<file path="src/rtl/cnn_pkg.sv">
// Shared constants and types for the CNN tile output path.
// Y samples are Q9.8 signed words, 18 bits wide, sixteen cells per 4x4 tile.
package cnn_pkg;
  localparam int WIDTH = 9;
  localparam int Y_W   = 2 * WIDTH;
  localparam int CELLS = 16;
  localparam int IDX_W = 4;
  localparam int FRAC  = 8;

  typedef enum logic {ST_IDLE, ST_STREAM} unload_st_t;
  typedef logic signed [Y_W-1:0] cell_y_t;
endpackage

</file>
<file path="src/rtl/cnn_tile_unloader_if.sv">
// Valid/ready stream of one snapshot cell per beat, tagged with raster index and frame end.
// The master drives data and valid. The slave drives ready.
interface cnn_tile_unloader_if;
  import cnn_pkg::*;

  logic             valid;
  logic             ready;
  cell_y_t          data;
  logic [IDX_W-1:0] idx;
  logic             last;

  modport master (output valid, data, idx, last, input ready);
  modport slave  (input valid, data, idx, last, output ready);
endinterface

</file>
<file path="src/rtl/cnn_sweep_compare.sv">
// Frame-to-frame convergence check. This module is built only when CNN_UNLOAD_CONV_EN is defined.
// converged goes high one cycle after a capture in which every cell moved by at most 1 LSB.
`ifdef CNN_UNLOAD_CONV_EN
module cnn_sweep_compare
  import cnn_pkg::*;
(
  input  logic    clk,
  input  logic    rst_n,
  input  logic    capture,
  input  cell_y_t y [CELLS],
  output logic    converged
);

  localparam logic signed [Y_W:0] ONE = 1;

  cell_y_t           prev [CELLS];
  logic              have_prev;
  logic              match;
  logic signed [Y_W:0] diff;

  always_comb begin
    match = 1'b1;
    diff  = '0;
    for (int i = 0; i < CELLS; i++) begin
      diff = $signed({y[i][Y_W-1], y[i]}) - $signed({prev[i][Y_W-1], prev[i]});
      if (diff > ONE || diff < -ONE) match = 1'b0;
    end
  end

  // The first frame after reset has nothing to compare against, so it never reports converged.
  always_ff @(posedge clk or negedge rst_n) begin
    if (!rst_n) begin
      have_prev <= 1'b0;
      converged <= 1'b0;
      for (int i = 0; i < CELLS; i++) prev[i] <= '0;
    end else if (capture) begin
      have_prev <= 1'b1;
      converged <= have_prev && match;
      for (int i = 0; i < CELLS; i++) prev[i] <= y[i];
    end
  end

endmodule
`endif

</file>
<file path="src/rtl/cnn_tile_unloader.sv">
// Snapshots 16 tile outputs on sweep_done and streams them in raster order. out_valid rises 1 cycle after capture.
// A stall holds the current beat stable. A sweep_done that arrives mid-frame is dropped and sets the overrun flag. Enable the convergence check with CNN_UNLOAD_CONV_EN.
module cnn_tile_unloader
  import cnn_pkg::*;
(
  input  logic                   clk,
  input  logic                   rst_n,
  input  logic                   sweep_done,
  input  logic [CELLS*Y_W-1:0]   y_flat,
  cnn_tile_unloader_if.master    stream,
  output logic                   busy,
  output logic                   overrun,
  output logic                   converged
);

  localparam logic [IDX_W-1:0] LAST_IDX = IDX_W'(CELLS - 1);

  unload_st_t       state, state_nxt;
  logic [IDX_W-1:0] idx, idx_nxt;
  cell_y_t          snap    [CELLS];
  cell_y_t          y_cells [CELLS];
  logic             capture;
  logic             set_ovr;
  logic             fire;

  always_comb begin
    for (int i = 0; i < CELLS; i++) y_cells[i] = y_flat[i*Y_W +: Y_W];
  end

  assign fire = (state == ST_STREAM) && stream.ready;

  always_comb begin
    state_nxt = state;
    idx_nxt   = idx;
    capture   = 1'b0;
    set_ovr   = 1'b0;
    case (state)
      ST_IDLE: begin
        if (sweep_done) begin
          capture   = 1'b1;
          idx_nxt   = '0;
          state_nxt = ST_STREAM;
        end
      end
      ST_STREAM: begin
        if (fire && idx == LAST_IDX) begin
          // A new sweep that lands on the final beat is taken directly, so frames run back to back.
          if (sweep_done) begin
            capture = 1'b1;
            idx_nxt = '0;
          end else begin
            state_nxt = ST_IDLE;
          end
        end else begin
          if (fire) idx_nxt = idx + IDX_W'(1);
          set_ovr = sweep_done;
        end
      end
      default: state_nxt = ST_IDLE;
    endcase
  end

  always_ff @(posedge clk or negedge rst_n) begin
    if (!rst_n) begin
      state   <= ST_IDLE;
      idx     <= '0;
      overrun <= 1'b0;
      for (int i = 0; i < CELLS; i++) snap[i] <= '0;
    end else begin
      state <= state_nxt;
      idx   <= idx_nxt;
      if (set_ovr) overrun <= 1'b1;
      if (capture) begin
        for (int i = 0; i < CELLS; i++) snap[i] <= y_cells[i];
      end
    end
  end

  // When no frame is streaming, the data, index and last outputs are held at zero.
  always_comb begin
    stream.valid = (state == ST_STREAM);
    stream.data  = stream.valid ? snap[idx] : '0;
    stream.idx   = stream.valid ? idx : '0;
    stream.last  = stream.valid && (idx == LAST_IDX);
  end

  assign busy = (state == ST_STREAM);

`ifdef CNN_UNLOAD_CONV_EN
  cnn_sweep_compare u_cmp (
    .clk       (clk),
    .rst_n     (rst_n),
    .capture   (capture),
    .y         (y_cells),
    .converged (converged)
  );
`else
  assign converged = 1'b0;
`endif

endmodule

</file>
<file path="src/flat_wrapper.sv">
// flat-port wrapper written by rule: the top's interface ports become plain ports
module cnn_tile_unloader_flat import cnn_pkg::*;
  (clk, rst_n, sweep_done, y_flat, busy, overrun, converged, stream_valid, stream_data, stream_idx, stream_last, stream_ready);
  cnn_tile_unloader_if stream_i ();
  input  logic clk;
  input  logic rst_n;
  input  logic sweep_done;
  input  logic [CELLS*Y_W-1:0] y_flat;
  output logic busy;
  output logic overrun;
  output logic converged;
  output wire logic [$bits(stream_i.valid)-1:0] stream_valid;
  output wire logic [$bits(stream_i.data)-1:0] stream_data;
  output wire logic [$bits(stream_i.idx)-1:0] stream_idx;
  output wire logic [$bits(stream_i.last)-1:0] stream_last;
  input wire logic [$bits(stream_i.ready)-1:0] stream_ready;
  assign stream_valid = stream_i.valid;
  assign stream_data = stream_i.data;
  assign stream_idx = stream_i.idx;
  assign stream_last = stream_i.last;
  assign stream_i.ready = stream_ready;
  cnn_tile_unloader u_core (.clk(clk), .rst_n(rst_n), .sweep_done(sweep_done), .y_flat(y_flat), .stream(stream_i), .busy(busy), .overrun(overrun), .converged(converged));
endmodule
</file>
<file path="config.mk">
export PLATFORM = sky130hd
export DESIGN_NAME = cnn_tile_unloader_flat
export DESIGN_NICKNAME = d
export VERILOG_FILES = /design/src/rtl/cnn_pkg.sv /design/src/rtl/cnn_tile_unloader_if.sv /design/src/rtl/cnn_sweep_compare.sv /design/src/rtl/cnn_tile_unloader.sv /design/src/flat_wrapper.sv
export SDC_FILE = /design/constraint.sdc
export NUM_CORES = 1
export LEC_CHECK = 0
export CAP_MARGIN = 15
export CORE_ASPECT_RATIO = 1.75
export CORE_MARGIN = 2
export CORE_UTILIZATION = 34
export CTS_BUF_LIST = sky130_fd_sc_hd__clkbuf_8
export DETAILED_ROUTE_END_ITERATION = 8
export PLACE_DENSITY_LB_ADDON = 0.2
export RECOVER_POWER = 100
export SYNTH_ARGS = -nofsm -noshare
export SYNTH_HDL_FRONTEND = slang
export SYNTH_SLANG_ARGS = --single-unit
</file>
<file path="constraint.sdc">
create_clock -name clk -period 6.49 [get_ports clk]
set_input_delay 1.6225 -clock clk [delete_from_list [all_inputs] [get_ports clk]]
set_output_delay 1.6225 -clock clk [all_outputs]
set_load 0.01 [all_outputs]
</file>
# [Word-level counts from Yosys, hierarchy flattened]
# Cells that the tools add are included.
[word_totals] elab_cells=44 reg_bits=294 in_bits=292
[classes] mux=16 bitwise=2 order_cmp=1 n_reduce_logical=3 n_eq_ne=2 n_addsub=1
[ops] operator="binary-select mux 18 bit (select 4 bit)" count=1
[ops] operator="two-way mux 18 bit" count=3
[ops] operator="two-way mux 4 bit" count=4
[ops] operator="case mux 4 bit (2 select lines)" count=1
[ops] operator="greater-or-equal comparator 5 bit, second input constant" count=1
[ops] operator="two-way mux 1 bit" count=5
[ops] operator="inverter 4 -> 5 bit" count=1
[ops] operator="adder 4 x 1 -> 4 bit, second input constant" count=1
[ops] operator="equality test 4 bit, second input constant" count=1
[ops] operator="case mux 1 bit (2 select lines)" count=2
[ops] operator="logical AND 1 bit" count=3
[ops] operator="inequality test 3 bit, second input constant" count=1
[ops] operator="inverter 1 bit" count=1

# [Logic depth before layout (Yosys ltp)]
# Gate-level depths: netlist of the first run.
[logic_depth] depth_word=5 mapped_depth=8

# [Worst setup path before layout of the first run]
# Ideal clock, no wire load.
[synth_path] path_type="register to output" from="register u_core.idx[0]" to="output stream_data[1]" arrival_time_ps=1585 stages_incl_launch_ff=7 path_slack_ps=3283 required_time_ps=4867 n_path_buf=3 path_cell_list="dfrtp_1 > buf_4 > buf_8 > buf_6 > mux4_2 > mux2i_1 > o32ai_1"
[synth_via] elab_chain_len=5
[synth_lines] element="start, declared" line="cnn_tile_unloader.sv:19" rtl="logic [IDX_W-1:0] idx, idx_nxt;"
[synth_lines] element="start signal, assigned" line="cnn_tile_unloader.sv:71" rtl="idx <= idx_nxt;"
[synth_lines] element="inverter 4 -> 5 bit (not written as such)" line="cnn_tile_unloader.sv:82" rtl="stream.data = stream.valid ? snap[idx] : '0;"
[synth_lines] element="binary-select mux 18 bit (select 4 bit)" line="cnn_tile_unloader.sv:82"
[synth_lines] element="two-way mux 18 bit (not written as such) (2 in series)" line="cnn_tile_unloader.sv:82"
[synth_lines] element="two-way mux 18 bit" line="cnn_tile_unloader.sv:82"
[synth_lines] element="end, declared" line="flat_wrapper.sv:13" rtl="output wire logic [$bits(stream_i.data)-1:0] stream_data;"
# No other way between the ends. The select of a mux whose other input is x is not followed.

# [Worst setup path after layout of the first run]
[layout_path] from="register u_core.idx[1]" to="output stream_data[17]"
# Same word-level chain as after synthesis.

==> results of run 1 <==
worst paths after layout:
kind / end / slack (ps) / depth (start not counted)
max: stream_data[17] / 950 / 6
min: u_core.overrun$_DFFE_PN0P_ / 480 / 1
max reg2reg: u_core.snap[35]$_DFFE_PN0P_ / 1470 / 6
min reg2reg: u_core.overrun$_DFFE_PN0P_ / 480 / 1
max in group asynchronous: u_core.idx[0]$_DFFE_PN0P_ / 2020 / 2
min in group asynchronous: u_core.snap[65]$_DFFE_PN0P_ / 1990 / 1
worst max-delay path, stage by stage, from the launching register on:
cell and delay [ps]:
sky130_fd_sc_hd__dfrtp_1 1080, sky130_fd_sc_hd__buf_4 450, sky130_fd_sc_hd__nor2b_1 580, sky130_fd_sc_hd__a22oi_1 150, sky130_fd_sc_hd__o211ai_1 180, sky130_fd_sc_hd__o21ai_1 200, sky130_fd_sc_hd__dlygate4sd3_1 690
power breakdown:
group | internal, mW | total (mW) | switching (mW)
combinational | 1.85 | 3.30 | 1.45
clock | 0.866 | 1.59 | 0.720
sequential | 2.73 | 3.31 | 0.582
total | 5.45 | 8.20 | 2.76
layer usage:
| layer | vias up | GRT usage | share of wire |
|---|---|---|---|
| met2 | 233 | 0.362 | 0.56 |
| met3 | 67 | 0.0384 | 0.045 |
| met5 | - | 0 | 0.00028 |
| met4 | 2 | 0.0906 | 0.039 |
| met1 | 4301 | 0.206 | 0.36 |
| li1 | 3828 | - | - |
state kept, by name (all words and copies together) (netlist names):
register,cells
u_core.snap,288
u_core.overrun,1
u_core.idx,4
u_core.busy,1
cell usage in the layout, fill, tap and decap left out, drive strengths merged:
cell type / instances
clkinv: 4
dfrtp: 294
a21o: 2
a22oi: 9
buf: 6
o32ai: 9
or2: 1
ha: 1
o211ai: 9
nor2: 4
nor3b: 1
or4b: 1
conb: 1
a32o: 1
xnor2: 1
o2bb2ai: 1
diode: 8
and2: 4
nand2: 5
nor2b: 11
o22ai: 10
nand4: 1
inv: 19
clkbuf: 62
a21oi: 9
nand2b: 2
dlygate4sd3: 23
bufinv: 2
nand3: 1
and3: 1
o21ai: 11
mux2i: 45
clkdlybuf4s50: 293
mux2: 315
mux4: 45
layout make-up:
| cell class | instances | area (um^2) | area share |
|---|---|---|---|
| timing repair buffer | 327 | 3260 | 0.183 |
| multi-input combinational | 501 | 5640 | 0.316 |
| antenna | 8 | 20.0 | 0.00112 |
| clock inverter | 22 | 140 | 0.00786 |
| tap | 490 | 613 | 0.0344 |
| inverter | 3 | 11.3 | 0.000631 |
| clock buffer | 57 | 785 | 0.0440 |
| sequential | 294 | 7360 | 0.413 |
logic make-up after synthesis:
| family | Yosys count |
|---|---|
| compound gates | 61 |
| fa+ha+maj | 1 |
| other cells | 1 |
| simple gates | 32 |
| flops | 294 |
| xor+xnor | 1 |
| buf+inv | 67 |
| mux | 405 |
cell usage after synthesis (2+ instances only):
| cell type | n | area share |
|---|---|---|
| sky130_fd_sc_hd__buf_4 | 10 | 0.0056 |
| sky130_fd_sc_hd__mux2_1 | 209 | 0.17 |
| sky130_fd_sc_hd__o32ai_1 | 9 | 0.0058 |
| sky130_fd_sc_hd__mux4_2 | 45 | 0.075 |
| sky130_fd_sc_hd__o21ai_0 | 2 | 0.00074 |
| sky130_fd_sc_hd__nand2b_1 | 2 | 0.00093 |
| sky130_fd_sc_hd__buf_2 | 15 | 0.0056 |
| sky130_fd_sc_hd__a21o_1 | 2 | 0.0011 |
| sky130_fd_sc_hd__inv_1 | 3 | 0.00083 |
| sky130_fd_sc_hd__mux2i_1 | 45 | 0.033 |
| sky130_fd_sc_hd__a22oi_1 | 9 | 0.0050 |
| sky130_fd_sc_hd__nand2_1 | 5 | 0.0014 |
| sky130_fd_sc_hd__o211ai_1 | 9 | 0.0050 |
| sky130_fd_sc_hd__dfrtp_1 | 294 | 0.54 |
| sky130_fd_sc_hd__buf_6 | 26 | 0.022 |
| sky130_fd_sc_hd__clkbuf_1 | 10 | 0.0028 |
| sky130_fd_sc_hd__mux2_2 | 106 | 0.088 |
| sky130_fd_sc_hd__o21ai_1 | 9 | 0.0033 |
| sky130_fd_sc_hd__o22ai_1 | 10 | 0.0046 |
| sky130_fd_sc_hd__nor2b_1 | 11 | 0.0051 |
| sky130_fd_sc_hd__nor2_1 | 3 | 0.00083 |
| sky130_fd_sc_hd__a21oi_1 | 9 | 0.0033 |
| sky130_fd_sc_hd__and2_1 | 3 | 0.0014 |
through the flow:
stage / area (um^2) / std cells / util
2_1_floorplan: 13500 / 862 / -
3_3_place_gp: 17000 / 1615 / 0.432
3_5_place_dp: 17000 / 1615 / 0.432
4_1_cts: 17900 / 1694 / 0.455
5_1_grt: 17800 / 1702 / 0.454
6_report: 17800 / 1702 / 0.454
==> qor_table.md, run 1 <==
| Quantity | Reported |
|---|---|
| Pre-Repair DR Iteration Count | 4 |
| Count of mapped cells out of synthesis | 862 |
| Number of H-tree levels | 2 |
| Hold/Removal Path Class | flip-flop to flip-flop |
| Number of rows created at floorplan | 96 |
| Total Power | 8.20 mW |
| Number of antenna violations at the first check in global routing | 9 |
| Outcome | complete, but fails checks |
| I/O Buffers | 317 |
| Number of enable-type register cells in the synthesized netlist | 0 |
| First-iteration detailed-routing DRC count | 304 |
| Share of post-route cells with drive strength above 1 | 0.190 |
| Fraction of the mapped netlist area in adder cells | 0.000925 |
| TNS Setup | 0 ps |
| Violated checks | capacitance limit, slew limit |
| Minimum setup slack in the final design | 955 ps |
| Combined global-route utilization of all metal layers | 0.193 |
| Critical hold path startpoint | u_core.overrun$_DFFE_PN0P_ |
| Final WL | 39.9 mm |
| Data arrival at the endpoint of the critical path | 3910 ps |
| CP required | 4870 ps |
| Number of distinct library cell variants in the gate-level netlist after synthesis | 39 |
| Die Wd | 155 um |
| Largest net degree at the start of global routing | 142 |
| CORE AREA | 39300 um^2 |
| Fmax | 181 MHz |
| CTS Buf Count | 47 |
| Yosys warning count | 0 |
| Total congestion overflow after global routing | 0 |
| Area added between synthesis and finish | 31.9% |
| DRC Markers | 0 |
| Reg2reg start | u_core.idx[1]$_DFFE_PN0P_ |
| Syn nets | 1155 |
| Number of pins exceeding their max-slew limit in the final report | 404 |
| GP Congestion | 0.775 |
| Mean area per synthesized cell | 15.7 um^2 |
| Complex-gate fraction of the synthesized area | 0.0304 |
| Hold_buf cts | 0 |
| Xor-xnor portion of the synthesized cell area | 0.000648 |
| Max_cap viols | 4 |
| CTS sink cnt | 294 |
| Flop and latch count out of synthesis | 294 |
| Pin slew with the least headroom to its limit | 3190 ps |
| Post-synthesis async set-or-reset flop share | 1.00 |
| RSZ-0062 raised after global routing | no |
| Via density per instance | 4.95 |
| Setup CP Type | flip-flop to primary output |
| Kind of capture point of the worst setup path | primary output |
| Critical path startpoint category | flip-flop |
| Post-synthesis simple-gate area fraction | 0.0148 |
| Most used flip-flop cell after synthesis | sky130_fd_sc_hd__dfrtp_1 |
| Clock tree buffer depth | 3 |
| Cell area after technology mapping | 13500 um^2 |
| Final Hold Viols | 0 |
| Largest fanout of any net on the critical path | 27 |
| First element of the critical path | u_core.idx[1]$_DFFE_PN0P_ |
| Cts repair resizes | 0 |
| Root buffer selected by CTS | sky130_fd_sc_hd__clkbuf_8 |
| Main combinational cell family by area after synthesis | multiplexers |
| Power density over the cells | 460 nW/um^2 |
| Clock-pin transition on the worst setup and hold timing paths | 60 ps |
| Clk_skew | 12.6 ps |
| Setup repair bufs after CTS | 0 |
| Share of the yosys chip area belonging to registers | 0.544 |
| Wire per inst | 23.5 um |
| Minimum clock period | 5540 ps |
| Filler Cell Count | 3593 |
| Static Leak | 7.64 nW |
| Number of global-route vias before repair | 9462 |
| Portion of netlist area occupied by mux cells | 0.371 |
| TritonCTS clock tree | built |
| Number of endpoints failing setup at the final stage | 0 |
| Worst voltage drop across the vdd grid | 0.000187 V |
| Headroom to the max-slew limit | -1.13 |
| Die area | 41400 um^2 |
| Initial core utilization | 0.344 |
| Via count | 8431 |
| Die height | 268 um |
| Top Ports | 319 |
| Net count reported at finish | 1467 |
| Post-route antenna net violation count | 0 |
| Worst setup timing slack at the placement stage | 1990 ps |
| Fraction of the cycle the final worst path needs | 0.853 |
| HPWL reported at the end of detailed placement | 29.7 mm |
| Worst Hold Margin | 477 ps |
| Worst-skew pair later-pin latency | 570 ps |
| Wire length of the first global-routing pass | 58.5 mm |
No activity file was read; power rests on OpenSTA's default activity.
==> run 2, diff against run 1 <==
--- a/config.mk
+++ b/config.mk
@@ -11,6 +11,7 @@
 export CORE_UTILIZATION = 34
 export CTS_BUF_LIST = sky130_fd_sc_hd__clkbuf_8
 export DETAILED_ROUTE_END_ITERATION = 8
+export GPL_TIMING_DRIVEN = 0
 export PLACE_DENSITY_LB_ADDON = 0.2
 export RECOVER_POWER = 100
 export SYNTH_ARGS = -nofsm -noshare
==> run 2 against run 1 <==
  * The run still ends with capacitance limit, slew limit left
  * Final cell count is 3.7% higher
  * Clock power hardly changed
  * Combinational power increased by 9.7%
  * Setup slack worse by 74 ps
  * Sequential share of layout area is 0.66 points lower
  * Register-to-register slack gained 1600 ps
  * Count of clock-buffer cells in the layout increased by 1
  * Global-route usage is 2.6 points higher
  * Die area stayed put
  * Sequential power fell by 5%
  * Cell area up 1.5%
  * Critical path type unchanged
  * Largest power group is now combinational logic
==> qor_table.md, run 2 (synthesis results as in run 1) <==
| Quantity | Reported |
|---|---|
| Outcome | complete, but fails checks |
| Violated checks | capacitance limit, slew limit |
| Kind of capture point of the worst setup path | primary output |
| Pin slew with the least headroom to its limit | 3610 ps |
| Via density per instance | 4.98 |
| Final Hold Viols | 0 |
| Worst voltage drop across the vdd grid | 0.000211 V |
| Clock-pin transition on the worst setup and hold timing paths | 70 ps |
| Clk_skew | 19.5 ps |
| Initial core utilization | 0.344 |
| Filler Cell Count | 3598 |
| Net count reported at finish | 1523 |
| Share of the core filled with cells | 0.461 |
| I/O Buffers | 317 |
| Biggest regs | u_core.snap: 288 flops, u_core.idx: 4 flops |
| Hold_buf cts | 0 |
| HPWL reported at the end of detailed placement | 34.0 mm |
| CORE AREA | 39300 um^2 |
| Minimum setup slack in the final design | 880 ps |
| Number of placed instances with taps included | 1671 |
| Number of H-tree levels | 2 |
| Data arrival at the endpoint of the critical path | 3990 ps |
| Number of pins exceeding their max-slew limit in the final report | 62 |
| Minimum clock period | 5610 ps |
| Cts repair resizes | 0 |
| Area added between synthesis and finish | 33.9% |
| Crit path buf inv count | 5 |
| Register name with the most flops | u_core.snap |
| Hold/Removal Path Class | flip-flop to flip-flop |
| Minimum setup slack among reg-to-reg paths | 3100 ps |
| Fmax | 178 MHz |
| Combined global-route utilization of all metal layers | 0.219 |
| Die area | 41400 um^2 |
| Number of rows created at floorplan | 96 |
| Worst-skew pair later-pin latency | 590 ps |
| First-iteration detailed-routing DRC count | 270 |
| CP required | 4870 ps |
| Final WL | 44.9 mm |
| Largest incremental delay on the critical path | 670 ps |
| Kind of cell adding the most delay to the critical path | buffers and inverters |
| Reg2reg end | u_core.snap[159]$_DFFE_PN0P_ |
| Number of instances on the worst hold path | 1 |
| Top library cells by usage in the layout, fill and taps aside | sky130_fd_sc_hd__clkdlybuf4s50_1, sky130_fd_sc_hd__dfrtp_1, sky130_fd_sc_hd__mux2_1 |
| Post-route antenna net violation count | 0 |
| Setup CP Type | flip-flop to primary output |
| GP Congestion | 0.775 |
| Die height | 268 um |
| DRC Markers | 0 |
| Largest fanout of any net on the critical path | 10 |
| TritonCTS clock tree | built |
| RSZ-0062 raised after global routing | no |
| Clock tree buffer depth | 3 |
| Share of post-route cells with drive strength above 1 | 0.187 |
| Critical hold path startpoint | u_core.overrun$_DFFE_PN0P_ |
| Wire length of the first global-routing pass | 64.6 mm |
| Reg2reg start | u_core.idx[0]$_DFFE_PN0P_ |
| Power density over the cells | 462 nW/um^2 |
| Pre-Repair DR Iteration Count | 4 |
| Crit path top cell by count | sky130_fd_sc_hd__clkbuf_1 |
| Number of antenna violations at the first check in global routing | 11 |
| Static Leak | 7.74 nW |
| Die Wd | 155 um |
| Headroom to the max-slew limit | -1.41 |
| Wire per inst | 25.4 um |
| Standard cell with the maximum stage delay on the critical path | sky130_fd_sc_hd__dlygate4sd3_1 |
| Largest net degree at the start of global routing | 118 |
| Flip-flop count of the largest register after layout | 288 |
| Top Ports | 319 |
| Worst Hold Margin | 458 ps |
| Number of cells in the finished layout apart from fillers | 1765 |
| Number of cells traversed by the worst register-to-register path | 7 |
| Commonest non-fill, non-tap cell in the layout | sky130_fd_sc_hd__clkdlybuf4s50_1 |
| Root buffer selected by CTS | sky130_fd_sc_hd__clkbuf_8 |
| Max_cap viols | 1 |
| Critical path startpoint category | flip-flop |
| Number of endpoints failing setup at the final stage | 0 |
| Cell breakdown of the critical path | buf_2 -> clkbuf_1 -> clkbuf_1 -> buf_4 -> mux2i_1 -> o32ai_1 -> dlygate4sd3_1 |
| Destination of the worst hold path | u_core.overrun$_DFFE_PN0P_ |
| Number of global-route vias before repair | 9886 |
| CTS sink cnt | 294 |
| CTS Buf Count | 47 |
| Setup repair bufs after CTS | 0 |
| Placement-stage cell area | 17400 um^2 |
| Total congestion overflow after global routing | 0 |
| Worst setup timing slack at the placement stage | 1930 ps |
| Fraction of the cycle the final worst path needs | 0.864 |
| Via count | 8793 |
| Summed area of non-filler cells in the final layout | 18100 um^2 |
run 2: changes by cell type in the layout (fill, tap and decap cells not counted), moves of 2 or more:
cell	change
sky130_fd_sc_hd__clkbuf_1	+46
sky130_fd_sc_hd__buf_2	+5
sky130_fd_sc_hd__buf_6	+4
sky130_fd_sc_hd__clkbuf_2	-4
sky130_fd_sc_hd__buf_4	+3
sky130_fd_sc_hd__inv_1	+3
sky130_fd_sc_hd__buf_12	-2
sky130_fd_sc_hd__buf_16	+2
sky130_fd_sc_hd__clkdlybuf4s50_1	+2
sky130_fd_sc_hd__clkinvlp_4	+2
sky130_fd_sc_hd__dfrtp_1	+2
sky130_fd_sc_hd__dfrtp_4	-2
sky130_fd_sc_hd__diode_2	+2
sky130_fd_sc_hd__dlygate4sd3_1	-2
run 2: metal layers:
metal | routed length, um | global-route usage | share of wire | up-vias
met5 | 26 | 0 | 0.00058 | -
met4 | 1910 | 0.100 | 0.043 | 4
met3 | 2220 | 0.0455 | 0.049 | 83
met2 | 24700 | 0.413 | 0.55 | 264
met1 | 16000 | 0.231 | 0.36 | 4497
li1 | - | - | - | 3945
run 2: power breakdown:
group / leakage (nW) / switching [mW] / total (mW) / internal (mW)
Combinational: 3.61 / 1.73 / 3.62 / 1.89
Clock: 0.548 / 0.753 / 1.60 / 0.844
Sequential: 3.59 / 0.415 / 3.14 / 2.73
Total: 7.74 / 2.90 / 8.36 / 5.46
run 2: final cells by class:
| class | instances | area [um^2] | area share |
|---|---|---|---|
| flip-flops and latches | 294 | 7360 | 0.406 |
| diodes | 10 | 25.0 | 0.00138 |
| repair buffers | 319 | 3220 | 0.178 |
| clock buffers | 58 | 798 | 0.0441 |
| well taps | 490 | 613 | 0.0339 |
| plain buffers | 64 | 315 | 0.0174 |
| inverters | 3 | 11.3 | 0.000622 |
| clock inverters | 26 | 136 | 0.00753 |
| multi-input cells | 501 | 5630 | 0.311 |
run 2: worst max path at each step:
stage	start	to	slack (ps)	depth (start not counted)
floorplan	u_core.idx[0]$_DFFE_PN0P_	stream_data[1]	3280	6
global route	u_core.idx[2]$_DFFE_PN0P_	stream_data[14]	670	7
CTS	u_core.idx[1]$_DFFE_PN0P_	stream_data[14]	1270	6
global placement	rst_n	u_core.snap[256]$_DFFE_PN0P_	-9370	1
finish	u_core.idx[2]$_DFFE_PN0P_	stream_data[14]	880	7
detailed placement	u_core.idx[1]$_DFFE_PN0P_	stream_data[14]	1930	6
run 2: worst reg2reg max path: cells and delay by family (launching register included):
family        cells  cell delay (ps)
buf+inv           2             1420
simple gates      3              890
mux               1              390
flops             1              360
fa+ha+maj         1              210
run 2: per-stage QoR:
| stage | power [mW] | TNS (ps) |
|---|---|---|
| finish | 8.36 | 0 |
| floorplan | 5.36 | 0 |
| detailed placement | 6.98 | 0 |
| CTS | 8.61 | 0 |
| global placement | 6.89 | -2737070 |
| global route | 8.88 | 0 |
